<file path="src/rtl/fuzz_stim_misr.sv">
// Self-contained stimulus generator and response compactor: a seeded LFSR drives NUM_VEC vectors,
// the delayed responses fold into a MISR and the final signature is compared against exp_sig.
module fuzz_stim_misr #(
    parameter int               IN_W      = 256,
    parameter int               OUT_W     = 81,
    parameter int               NUM_VEC   = 21,
    parameter int               RESP_LAT  = 1,
    parameter logic [31:0]      SEED      = 32'h00000001,
    parameter logic [OUT_W-1:0] MISR_POLY = OUT_W'(1),
    parameter logic [OUT_W-1:0] SIG_INIT  = '0,
    parameter int               CNT_W     = 16
) (
    input  logic             clk,
    input  logic             rst_n,
    input  logic             start,
    input  logic             hold,
    input  logic [OUT_W-1:0] resp_in,
    input  logic [OUT_W-1:0] exp_sig,
    output logic [IN_W-1:0]  stim_out,
    output logic             stim_valid,
    output logic             busy,
    output logic             done,
    output logic             pass,
    output logic [OUT_W-1:0] sig_out,
    output logic [CNT_W-1:0] vec_cnt
);

    localparam int               K         = (IN_W + 31) / 32;
    localparam int               PW        = (RESP_LAT == 0) ? 1 : RESP_LAT;
    localparam logic [31:0]      SEED_FIX  = (SEED == 32'h0) ? 32'h00000001 : SEED;
    localparam logic [31:0]      LFSR_TAPS = 32'h80200003;
    localparam logic [31:0]      GOLDEN    = 32'h9E3779B9;
    localparam logic [CNT_W-1:0] NUM_VEC_C = CNT_W'(NUM_VEC);

    typedef enum logic [1:0] {
        IDLE  = 2'd0,
        RUN   = 2'd1,
        DRAIN = 2'd2,
        DONE  = 2'd3
    } state_t;

    state_t            state_q;
    logic [31:0]       lfsr_q;
    logic [31:0]       lfsr_d;
    logic [IN_W-1:0]   stim_q;
    logic [IN_W-1:0]   stim_d;
    logic              stim_valid_q;
    logic              busy_q;
    logic              done_q;
    logic              pass_q;
    logic [OUT_W-1:0]  sig_q;
    logic [OUT_W-1:0]  sig_d;
    logic [CNT_W-1:0]  vec_cnt_q;
    logic [CNT_W-1:0]  cap_cnt_q;
    logic [PW-1:0]     pipe_q;
    logic [PW:0]       pipe_ext_s;
    logic              cap_v_s;

    // Each 32-bit word is the LFSR state whitened by a distinct multiple of the golden ratio.
    function automatic logic [IN_W-1:0] stim_map(input logic [31:0] s);
        logic [K*32-1:0] w;
        w = '0;
        for (int k = 0; k < K; k++) begin
            w[k*32 +: 32] = s ^ (32'(k) * GOLDEN);
        end
        return w[IN_W-1:0];
    endfunction

    // Next-state values for the LFSR, stimulus word, capture strobe and MISR.
    always_comb begin
        lfsr_d     = {1'b0, lfsr_q[31:1]} ^ (lfsr_q[0] ? LFSR_TAPS : 32'h0);
        stim_d     = stim_map(lfsr_q);
        pipe_ext_s = {pipe_q, stim_valid_q};
        cap_v_s    = pipe_ext_s[RESP_LAT];
        sig_d      = {sig_q[OUT_W-2:0], 1'b0} ^ (sig_q[OUT_W-1] ? MISR_POLY : '0) ^ resp_in;
    end

    // Run controller, capture pipeline and all registered outputs.
    always_ff @(posedge clk or negedge rst_n) begin
        if (!rst_n) begin
            state_q      <= IDLE;
            lfsr_q       <= SEED_FIX;
            stim_q       <= '0;
            stim_valid_q <= 1'b0;
            busy_q       <= 1'b0;
            done_q       <= 1'b0;
            pass_q       <= 1'b0;
            sig_q        <= SIG_INIT;
            vec_cnt_q    <= '0;
            cap_cnt_q    <= '0;
            pipe_q       <= '0;
        end else begin
            pipe_q       <= pipe_ext_s[PW-1:0];
            stim_valid_q <= 1'b0;
            if (cap_v_s) begin
                sig_q     <= sig_d;
                cap_cnt_q <= cap_cnt_q + CNT_W'(1);
            end
            // A (re)start overrides any capture landing on the same edge.
            case (state_q)
                IDLE, DONE: begin
                    if (start) begin
                        lfsr_q    <= SEED_FIX;
                        sig_q     <= SIG_INIT;
                        vec_cnt_q <= '0;
                        cap_cnt_q <= '0;
                        pipe_q    <= '0;
                        if (NUM_VEC == 0) begin
                            state_q <= DONE;
                            done_q  <= 1'b1;
                            pass_q  <= (SIG_INIT == exp_sig);
                        end else begin
                            state_q <= RUN;
                            busy_q  <= 1'b1;
                            done_q  <= 1'b0;
                            pass_q  <= 1'b0;
                        end
                    end
                end
                RUN: begin
                    if (!hold) begin
                        stim_q       <= stim_d;
                        stim_valid_q <= 1'b1;
                        lfsr_q       <= lfsr_d;
                        vec_cnt_q    <= vec_cnt_q + CNT_W'(1);
                        if (vec_cnt_q + CNT_W'(1) == NUM_VEC_C) begin
                            state_q <= DRAIN;
                        end
                    end
                end
                DRAIN: begin
                    if (cap_cnt_q == NUM_VEC_C) begin
                        state_q <= DONE;
                        busy_q  <= 1'b0;
                        done_q  <= 1'b1;
                        pass_q  <= (sig_q == exp_sig);
                    end
                end
                default: begin
                    state_q <= IDLE;
                    busy_q  <= 1'b0;
                    done_q  <= 1'b0;
                end
            endcase
        end
    end

    assign stim_out   = stim_q;
    assign stim_valid = stim_valid_q;
    assign busy       = busy_q;
    assign done       = done_q;
    assign pass       = pass_q;
    assign sig_out    = sig_q;
    assign vec_cnt    = vec_cnt_q;

endmodule
</file>
<file path="config.mk">
export PLATFORM = sky130hd
export DESIGN_NAME = fuzz_stim_misr
export DESIGN_NICKNAME = d
export VERILOG_FILES = /design/src/rtl/fuzz_stim_misr.sv
export SDC_FILE = /design/constraint.sdc
export NUM_CORES = 1
export LEC_CHECK = 0
export CAP_MARGIN = 20
export CORE_AREA = 2 2 205 207
export CTS_CLUSTER_DIAMETER = 120
export DETAILED_ROUTE_END_ITERATION = 10
export DIE_AREA = 0 0 207 209
export HOLD_SLACK_MARGIN = 0.12
export PLACE_DENSITY = 0.69
export SLEW_MARGIN = 20
export SYNTH_ARGS = -nofsm -noshare
export SYNTH_HDL_FRONTEND = slang
export SYNTH_SLANG_ARGS = --single-unit
</file>
<file path="constraint.sdc">
create_clock -name clk -period 2 [get_ports clk]
set_input_delay 0.3 -clock clk [delete_from_list [all_inputs] [get_ports clk]]
set_output_delay 0.3 -clock clk [all_outputs]
set_load 0.02 [all_outputs]
</file>
==> reports/results.ini <==
[logic_synthesis]
ys_top_cells_by_count = 215 x dfrtp_1, 192 x buf_4, 149 x nand2_1
ys_seq_elements = 216
synth_cell_types = 55
synth_edf_count = 0
synth_area_sq_mm = 0.0118
syn_nets = 1415
synth_warnings = 0
synth_top_area_share_pct = 45.6
synthCells = 1242
ys_seq_area_share_pct = 45.8
avgSynthCellArea_sq_um = 9.49
synth_top_cell_by_area = dfrtp_1
async_flop_share_pct = 100
synth_area_leaders = dfrtp_1 46%, buf_4 12%, xnor2_1 9.7%
ys.flop_type = dfrtp_1
synth.most_common_cell = dfrtp_1

[drt]
drc = 0
viasPerCell = 4.68
dr.pass1.iters = 5
ant_nets = 0
first_iter_violations = 417
wl_um = 48900
wl_per_cell_um = 22.1
vias = 10400

[sta]
final.setup.tns_ps = -141
slew_viol_final = 0
hold_ws_ps = 278
finalCritPeriodShare_pct = 103
fin_skew_ps = 12.6
setup_ws_ps = -69.8
finalSetupViolations = 3
finalHoldViolCount = 0
rsz0062_at_grt = true
relSlewSlack_pct = 53.0
fin_crit_ps = 2070
tightest_slew_ps = 705
max_freq_ghz = 0.483

[worst_setup_path]
path_max_fanout = 2
worstSetupStartpointType = register
rr_worst_depth = 4
slowest_stage = or4_4
slowest_delay_ps = 560
cp_cell_sequence = or4_4, o41ai_4, a21boi_4, mux2_4
crit_arrival_ps = 2500
required_ps = 2430
r2r_slack_ps = -70
crit_family = compound AO/OA/AOI/OAI gates
crit_buf_inv = 0
endpoint_kind = register
reg2reg_to = pass
r2r-start = cap_cnt_q[15]
timing_worst_setup_path_type = reg -> reg

[global_routing]
grt_util_all_layers_pct = 21.6
overflow = 0
grt_max_degree = 167
grt_pass1_wl_um = 69600
grt_pass1_vias = 10300
antenna_found_initial = 9

[power]
seqPwrFrac_pct = 27.6
power_density_mw_per_mm2 = 1470
switching_power_mw = 11.7
leakagePower_nw = 8.62
clkPwrFrac_pct = 18.2
combPwrFrac_pct = 54.2
internal_power_mw = 14.8
irDropWorstVdd_mv = 0.659
design_power_total_mw = 26.5
switching_share_pct = 44.1

[place]
dp_slack_ps = -448
dp.cells = 2156
gp_congestion = 0.977
numPortBuffers = 522
dp_hpwl_um = 38700
placed_area_sq_mm = 0.0170

[outcome]
run_status = finished, violations left
failed_checks = setup timing

[layout]
area_growth_pct = 53.0
nets = 1828
layoutNonFillerInstCount = 2214
final_core_util_pct = 43.7
layout-drive-gt1-share_pct = 12.1
fin_area_sq_mm = 0.0180

[floorplan]
die_w_um = 207
pin_count = 523
core_sq_mm = 0.0413
initial_core_util_pct = 28.6
rows = 75
dieArea_sq_mm = 0.0433
die_h_um = 209

[clock_tree]
cts_num_sinks = 216
cts_tree = done
ctsHtreeMaxLevel = 1
clock_latency_ps = 540
cts_buffers = 27
cts.reportedPaths.clkPinSlew_ps = 60
clock_path_buffers = 3
root_buffer = clkbuf_16

[hold_path]
hold_path_class = in -> async

[run]
drv_cap = 0

cells in the final DEF (no fill, tap or decap), drive strengths merged, types with 3 or more instances in the layout:
| cell type | netlist | routed |
|---|---|---|
| a31oi | 6 | 6 |
| nor2b | 7 | 7 |
| clkinv | 0 | 6 |
| and2 | 3 | 3 |
| nand2 | 149 | 149 |
| ha | 7 | 7 |
| buf | 205 | 114 |
| o22ai | 10 | 10 |
| a22o | 32 | 32 |
| nor4 | 8 | 8 |
| dlymetal6s2s | 0 | 55 |
| a21oi | 7 | 7 |
| a22oi | 3 | 3 |
| dlygate4sd2 | 0 | 116 |
| o31ai | 5 | 5 |
| and3 | 6 | 6 |
| nand3 | 10 | 10 |
| xor2 | 21 | 21 |
| nor3 | 6 | 6 |
| dfrtp | 215 | 215 |
| nand2b | 3 | 3 |
| clkbuf | 48 | 36 |
| mux2i | 3 | 3 |
| nand4 | 22 | 22 |
| a211oi | 83 | 83 |
| nor2 | 117 | 117 |
| a2bb2oi | 4 | 4 |
| inv | 39 | 40 |
| xnor2 | 131 | 131 |
| clkdlybuf4s50 | 0 | 349 |
| o21ai | 62 | 62 |
| clkinvlp | 0 | 6 |
| nor4b | 3 | 3 |
| o2bb2ai | 3 | 3 |
layer usage:
metal | GRT usage [%] | vias up | share of wire, %
met3 | 6.16 | 89 | 7.4
met2 | 40.9 | 463 | 53
met4 | 7.68 | 14 | 4.2
met5 | 0 | - | 0.19
met1 | 22.6 | 4971 | 35
li1 | - | 4835 | -
timing repair:
action | CTS | global route
setup endpoints to repair | 150 | 106
setup buffers | 1 | 4
hold endpoints to repair | 185 | 0
hold buffers | 1 | 0
resized for setup | 137 | 70
gates cloned | 0 | 3
pin swaps | 5 | 3
worst max-delay path by stage:
stage                   from           to  slack, ps  cells past startpoint
2_1_floorplan     state_q[0]  vec_cnt[12]         20                      9
3_3_place_gp     exp_sig[39]         pass       -440                      8
3_5_place_dp     exp_sig[39]         pass       -450                      8
4_1_cts        cap_cnt_q[15]         pass        -70                      4
5_1_grt        cap_cnt_q[15]         pass       -120                      4
6_report       cap_cnt_q[15]         pass        -70                      4
layout make-up:
class / instances / area [sq um]
Antenna cell: 1 / 2.50
Clock buffer: 34 / 762
Clock inverter: 14 / 114
Fill cell: 4001 / 23200
Inverter: 39 / 146
Multi-Input combinational cell: 734 / 4660
Sequential cell: 216 / 5430
Tap cell: 539 / 674
Timing Repair Buffer: 637 / 6250
kinds of logic after synthesis:
family          synth area share (%)
mux                            0.350
simple gates                    12.9
xor+xnor                        11.3
buf+inv                         15.4
flops                           45.8
fa+ha+maj                      0.743
compound gates                  13.5
power by group through the flow:
stage	clock network, mW	registers, mW	logic, mW
3_5_place_dp	0	7.44	14.6
6_report	4.82	7.33	14.4
2_1_floorplan	0	8.24	7.04
5_1_grt	5.11	7.54	15.2
3_3_place_gp	0	7.43	14.4
4_1_cts	4.92	7.38	14.2
registers in the layout, summed over array words and instances (netlist names):
name	cells
pass	1
stim_out	64
state_q	2
cap_v_s	1
busy	1
cap_cnt_q	16
vec_cnt	16
done	1
sig_out	81
stim_valid	1
lfsr_q	32
Note: power is estimated with default switching activity, not from simulation.
